--- config.mk ---
export PLATFORM = sky130hd
export DESIGN_NAME = store_rmw_sequencer
export DESIGN_NICKNAME = d
export VERILOG_FILES = /design/src/rtl/store_rmw_pkg.sv /design/src/rtl/store_data_merge.sv /design/src/rtl/store_rmw_sequencer.sv
export SDC_FILE = /design/constraint.sdc
export NUM_CORES = 1
export LEC_CHECK = 0
export ABC_AREA = 0
export BUFFER_PORTS_ARGS = -buffer_cell sky130_fd_sc_hd__buf_2
export CAP_MARGIN = 20
export CORE_MARGIN = 2
export CORE_UTILIZATION = 50
export DETAILED_ROUTE_END_ITERATION = 12
export PLACE_DENSITY = 0.81
export SLEW_MARGIN = 0
export SYNTH_ARGS = -nofsm -noshare
export SYNTH_HDL_FRONTEND = slang
export SYNTH_HIERARCHICAL = 1
export SYNTH_SLANG_ARGS = --single-unit
--- constraint.sdc ---
create_clock -name clk -period 2 [get_ports clk]
set_clock_uncertainty 0.05 [all_clocks]
set_input_delay 0.5 -clock clk [delete_from_list [all_inputs] [get_ports clk]]
set_output_delay 0.5 -clock clk [all_outputs]
set_load 0.005 [all_outputs]
--- src/rtl/store_rmw_pkg.sv ---
// Shared state encoding and store-size codes for the store read-modify-write sequencer.
// No timing of its own; no backpressure.
package store_rmw_pkg;

    typedef enum logic [2:0] {
        IDLE    = 3'd0,
        READ    = 3'd1,
        CAPTURE = 3'd2,
        WRITE   = 3'd3,
        DONE    = 3'd4
    } state_t;

    localparam logic [1:0] SZ_WORD = 2'b00;
    localparam logic [1:0] SZ_HALF = 2'b01;
    localparam logic [1:0] SZ_BYTE = 2'b10;
    localparam logic [1:0] SZ_MDR  = 2'b11;

endpackage

--- src/rtl/store_data_merge.sv ---
// Merges the MDR word with register-B data according to store size.
// Purely combinational, zero latency; no backpressure.
module store_data_merge
    import store_rmw_pkg::*;
(
    input  logic [1:0]  i_size,
    input  logic [31:0] i_mdr,
    input  logic [31:0] i_data,
    output logic [31:0] o_merged
);

    always_comb begin
        o_merged = i_data;
        case (i_size)
            SZ_HALF: o_merged = {i_mdr[31:16], i_data[15:0]};
            SZ_BYTE: o_merged = {i_mdr[31:8],  i_data[7:0]};
            SZ_MDR:  o_merged = i_mdr;
            default: o_merged = i_data;
        endcase
    end

endmodule

--- src/rtl/store_rmw_sequencer.sv ---
// Sequences SW as one write and SB/SH/refresh as read, MDR capture, merged write.
// Word: write cycle 1, done cycle 2; partial: write MEM_LAT+2, done MEM_LAT+3; start ignored while busy.
module store_rmw_sequencer
    import store_rmw_pkg::*;
#(
    parameter  int MEM_LAT = 1,
    localparam int CNT_W   = $clog2(MEM_LAT + 1)
) (
    input  logic        clk,
    input  logic        reset,
    input  logic        start,
    input  logic [1:0]  size,
    input  logic [31:0] addr,
    input  logic [31:0] data_b,
    input  logic [31:0] mem_rdata,
    output logic [31:0] mem_addr,
    output logic        mem_wr,
    output logic [31:0] mem_wdata,
    output logic [31:0] mdr_out,
    output logic        busy,
    output logic        done
);

    state_t            r_state;
    logic [CNT_W-1:0]  r_cnt;
    logic [31:0]       r_addr;
    logic [1:0]        r_size;
    logic [31:0]       r_data;
    logic [31:0]       r_mdr;
    logic [31:0]       w_merged;

    store_data_merge u_merge (
        .i_size   (r_size),
        .i_mdr    (r_mdr),
        .i_data   (r_data),
        .o_merged (w_merged)
    );

    always_ff @(posedge clk) begin
        if (reset) begin
            r_state <= IDLE;
            r_cnt   <= '0;
            r_addr  <= '0;
            r_size  <= SZ_WORD;
            r_data  <= '0;
            r_mdr   <= '0;
        end else begin
            case (r_state)
                IDLE: begin
                    if (start) begin
                        r_addr <= addr;
                        r_size <= size;
                        r_data <= data_b;
                        if (size == SZ_WORD) begin
                            r_state <= WRITE;
                        end else begin
                            r_state <= READ;
                            r_cnt   <= CNT_W'(MEM_LAT - 1);
                        end
                    end
                end
                READ: begin
                    // Read is held for MEM_LAT cycles; data lands the cycle after the last one.
                    if (r_cnt == '0) r_state <= CAPTURE;
                    else             r_cnt   <= r_cnt - CNT_W'(1);
                end
                CAPTURE: begin
                    r_mdr   <= mem_rdata;
                    r_state <= WRITE;
                end
                WRITE:   r_state <= DONE;
                DONE:    r_state <= IDLE;
                default: r_state <= IDLE;
            endcase
        end
    end

    always_comb begin
        mem_addr  = '0;
        mem_wr    = 1'b0;
        mem_wdata = '0;
        done      = 1'b0;
        busy      = (r_state != IDLE);
        case (r_state)
            READ, CAPTURE: mem_addr = r_addr;
            WRITE: begin
                mem_addr  = r_addr;
                mem_wr    = 1'b1;
                mem_wdata = w_merged;
            end
            DONE:    done = 1'b1;
            default: ;
        endcase
    end

    assign mdr_out = r_mdr;

endmodule

* Word level (Yosys, flattened, before mapping)
Cells that the tools add are included.
Operators by class: $add $sub $neg 1, eq/ne operators 10, mux-type cells 13, reduce and logical (&&, ||, !) cells 8
Operators with widths (number):
- one-hot mux 32 bit (3 select lines) | 1
- 2-to-1 mux 32 bit | 2
- one-hot mux 3 bit (4 select lines) | 1
- equality test 3 x 2 -> 1 bit, second input constant | 2
- 2-to-1 mux 3 bit | 2
- inequality test 2 bit, second input constant | 3
- 2-to-1 mux 1 bit | 5
- equality test 2 bit, second input constant | 2
- AND reduction 2 bit | 2
- equality test 3 x 1 -> 1 bit, second input constant | 1
- equality test 3 bit, second input constant | 1
- zero test 3 bit | 1
- AND reduction 3 bit | 1
- nonzero test 3 bit | 1
- OR reduction 3 bit | 1
- equality test 2 x 1 -> 1 bit, second input constant | 1
- zero test 2 bit | 1
- 2-to-1 mux 2 bit | 1
- one-hot mux 1 bit (2 select lines) | 1
- nonzero test 2 bit | 1
- subtractor 1 bit, second input constant | 1
Word-level totals: flip-flop bits (word level) 102, input bits 101, logic and storage cells 38

* Depth between registers and ports, before layout
word-level depth 4, depth in mapped cells 5, gate-level depth less buffers 3

* Cells and area by module
The synthesis kept the hierarchy.
By module, submodules not included:
- store_rmw_sequencer | times used 1, cells an instance 513, area an instance 4968.5 µm²
- store_data_merge | times used 1, cells an instance 36, area an instance 455.4 µm²

* Least setup slack after synthesis
Ideal clock, no wire load.
kind reg-to-output, from register r_size[1], to output port mem_wdata[18], arrival time 1.155 ns, required time 1.450 ns, path slack 0.295 ns, stages on the path, launching flop included 6, cell sequence dfxtp_1 -> buf_6 -> nor2_8 -> buf_12 -> mux2_4 -> and2_1
Between the ends: word-level cells in the longest chain between the ends 3
Ends and longest elaborated chain:
- from (decl) | RTL line store_rmw_sequencer.sv:27 | logic [1:0] r_size;
- from (signal assigned) | RTL line store_rmw_sequencer.sv:52 | r_size <= size;
- equality test 2 bit or equality test 2 x 1 -> 1 bit (tied branches) | RTL line store_data_merge.sv:14 | case (i_size)
- one-hot mux 32 bit (3 select lines) (*) | RTL line store_data_merge.sv:14
- net w_merged[18] | RTL line store_rmw_sequencer.sv:30 | logic [31:0] w_merged;
- 2-to-1 mux 32 bit (*) | RTL line store_rmw_sequencer.sv:84 | case (r_state)
- to (decl) | RTL line store_rmw_sequencer.sv:18 | output logic [31:0] mem_wdata,
Mark *: on every way through the listed nets, which the timed path passes. The rest lies on a longest branch.

* Worst setup path after layout
from register r_size[0], to output port mem_wdata[26]
The elaborated chain is that of the path after synthesis.

==> results.yml <==
grt:
  antenna_found_initial: 0
  grt.busiest_layer: "met2"
  grt_util_met2_pct: 35.4
  grt.overflow.total: 0
  track_usage_pct: 20.5
  grt_pass1_wl_um: 19400
  use_met1_pct: 25.5
  grt_pass1_vias: 4189
  grt_max_degree: 94
  use_met3_pct: 3.86
worst_hold_path:
  min_from: "mem_rdata[19]"
  hold_depth: 3
  hold_path.class: "in -> reg"
  holdPathEnd: "mdr_out[19]$_SDFFE_PP0N_"
timing:
  fin_crit_sh_pct: 108
  fin_ws_ps: -159
  relSlewSlack_pct: 74.0
  maxSlewViolCount: 0
  period_minus_slack_ps: 2160
  holdWs_ps: 342
  hold_viol: 0
  setup_viol: 32
  max_slew.worst_pin.slew_ps: 391
  rsz0062_at_grt: "yes"
  max_freq_mhz: 463
routing:
  drc: 0
  vias: 4298
  drtAntennaViolNets: 0
  first_iter_violations: 191
  viasPerCell: 4.87
  detail_route.wl_per_cell_um: 14.4
  finalWirelength_um: 12800
  dr.pass1.iters: 4
floorplan:
  dieArea_um2: 11700
  fp.dieW_um: 108
  rows: 38
  pin_count: 200
  initial_utilization_pct: 50.7
  die_y_um: 108
  coreArea_um2: 10700
synth:
  synthCells: 549
  ys_warn_count: 6
  avgSynthCellArea_um2: 9.88
  synth-seq-area-share_pct: 37.3
  synth_cell_types: 24
  yosys_register_bits: 101
  synth_fp_nets: 650
  syn_area_um2: 5420
finish:
  diodes: 0
  nets: 839
  drive_above_1_share_pct: 42.8
  area_delta_synth_final_pct: 34.4
  layoutNonFillerInstCount: 883
  seqCellArea_um2: 2040
  multiInputGateArea_um2: 3300
  fillers: 827
setup_path:
  slowest_delay_ps: 380
  rrSetupSlack_ps: 220
  worstPathMaxFanout: 5
  path_delay_family: "flip-flops"
  worstSetupPathType: "reg -> out"
  slowest_stage: "dfxtp_4"
  crit_arrival_ps: 1610
  r2r-end: "r_addr[23]$_SDFFE_PP0P_"
  path_buf_inv: 2
  critical_path.endpoint_type: "primary output"
  start_kind: "register"
  r2r.worst_path.cells: 5
  rr_startpoint: "r_state[0]$_SDFFE_PP0P_"
  worstPathRequired_ps: 1450
  cpMostUsedCell: "buf_6"
  path_depth: 5
  cp_cell_sequence: "nor2_8 > buf_6 > mux2_4 > and2_4 > buf_6"
power:
  power_leakage_nw: 3.35
  pwr-share-comb_pct: 24.1
  p_sw_share_pct: 27.1
  pwr-share-seq_pct: 48.7
  power_switching_mw: 1.27
  power_density_nw_per_um2: 642
  peakVddDrop_mv: 0.335
  pwr-share-clk_pct: 27.1
  p_int_mw: 3.41
clock_network:
  clock-sinks: 101
  clockBufferDepth: 2
  insertion_delay_ps: 350
  h-tree-depth: 3
  numCtsBuffers: 9
  cts-root-buf: "clkbuf_8"
  clkTransAtPathRegs_ps: 100
  tritoncts: "yes"
run_status:
  outcome: "finished, violations left"
  violations: "setup timing"
place:
  dpl.hpwl_um: 8560
  gp_congestion: 0.767
  portBuffers: 199
  dp_cells: 857
run:
  maxCapViolCount: 0
## worst max path at each step
stage                                       from       endpoint  slack, ps
after detailed placement  r_size[0]$_SDFFE_PP0P_  mem_wdata[26]        110
after global routing      r_size[0]$_SDFFE_PP0P_  mem_wdata[26]       -220
after CTS                 r_size[1]$_SDFFE_PP0P_  mem_wdata[25]       -180
final                     r_size[0]$_SDFFE_PP0P_  mem_wdata[26]       -160
after floorplan           r_size[1]$_SDFFE_PP0P_  mem_wdata[18]        290
after global placement    r_size[0]$_SDFFE_PP0P_  mem_wdata[24]        140
## cell type report
type | instances | share of cell area (%)
well taps | 140 | 2.40
clock inverters | 6 | 0.858
clock buffers | 10 | 1.75
flip-flops and latches | 101 | 28.0
repair buffers | 222 | 21.8
multi-input cells | 404 | 45.2
## cells in the mapped netlist
library cell / n / share of area (%)
mux2i_1: 98 / 18
buf_8: 4 / 1.1
mux2_4: 10 / 2.8
a211oi_1: 1 / 0.14
nand2_2: 1 / 0.12
dfxtp_1: 101 / 37
mux2_2: 22 / 4.6
and3b_1: 1 / 0.16
nor4b_4: 1 / 0.44
clkbuf_1: 27 / 1.9
nor4_1: 1 / 0.12
buf_6: 2 / 0.42
nor3b_1: 3 / 0.42
nand2b_1: 196 / 23
or3_1: 1 / 0.12
buf_12: 1 / 0.37
buf_2: 5 / 0.46
and2_1: 64 / 7.4
o31a_1: 1 / 0.16
nor2b_1: 1 / 0.12
nor2_8: 1 / 0.37
nor2_1: 1 / 0.069
o21ba_2: 1 / 0.18
buf_4: 5 / 0.69
## registers in the layout, summed over array words and instances, names as in the netlist
name	cells
mdr_out	32
r_addr	32
r_data	32
r_size	2
r_state	3
## through the flow
| step | power (mW) | TNS [ps] | setup slack (ps) | cell area (um^2) | util, % |
|---|---|---|---|---|---|
| 4_1_cts | 4.62 | -4610 | -177 | 6920 | 64.7 |
| 5_1_grt | 4.91 | -6470 | -222 | 7290 | 68.1 |
| 3_5_place_dp | 3.27 | 0 | 111 | 6520 | 61.0 |
| 2_1_floorplan | 2.95 | 0 | 295 | 5420 | - |
| 3_3_place_gp | 3.24 | 0 | 144 | 6520 | 61.0 |
| 6_report | 4.68 | -3500 | -159 | 7290 | 68.1 |
## worst register-to-register path, delay by kind of cell, from the launching register on
family        cells  cell delay, ps
buf+inv           3             710
mux               1             290
flops             1             370
simple gates      1             290
## power groups by stage
stage | Sequential (mW) | Clock (mW) | Combinational (mW)
5_1_grt | 2.30 | 1.39 | 1.22
3_5_place_dp | 2.33 | 0 | 0.944
3_3_place_gp | 2.32 | 0 | 0.920
2_1_floorplan | 2.29 | 0 | 0.662
4_1_cts | 2.27 | 1.32 | 1.03
6_report | 2.28 | 1.27 | 1.13
## cells in the final DEF (no fill, tap or decap), drive strengths merged, types with 2 or more instances in the layout
master / synthesis / routed
mux2: 32 / 32
nand2b: 196 / 196
buf: 17 / 219
and2: 64 / 64
nor3b: 3 / 3
clkbuf: 27 / 13
clkinv: 0 / 4
mux2i: 98 / 98
nor2: 2 / 2
dfxtp: 101 / 101
## metal layers
metal	up-vias	wire [um]
li1	2146	-
met1	2017	5670
met2	120	6260
met3	15	647
met4	0	176
met5	-	0
## kinds of logic (layout without fill, tap and decap cells)
| group | after synthesis | after routing | synth area share, % |
|---|---|---|---|
| flops | 101 | 101 | 37.3 |
| mux | 130 | 130 | 25.4 |
| buf+inv | 44 | 238 | 4.91 |
| simple gates | 271 | 271 | 31.9 |
| compound gates | 3 | 3 | 0.485 |
## repair_timing
| action | in CTS | in global routing |
|---|---|---|
| resized for setup | 37 | 76 |
| pin swaps | 2 | 19 |
| gates cloned | 1 | 2 |
| hold buffers | 0 | 0 |
| endpoints found under the setup margin | 65 | 50 |
| setup buffers | 7 | 0 |
Note: power is estimated with default switching activity, not from simulation.
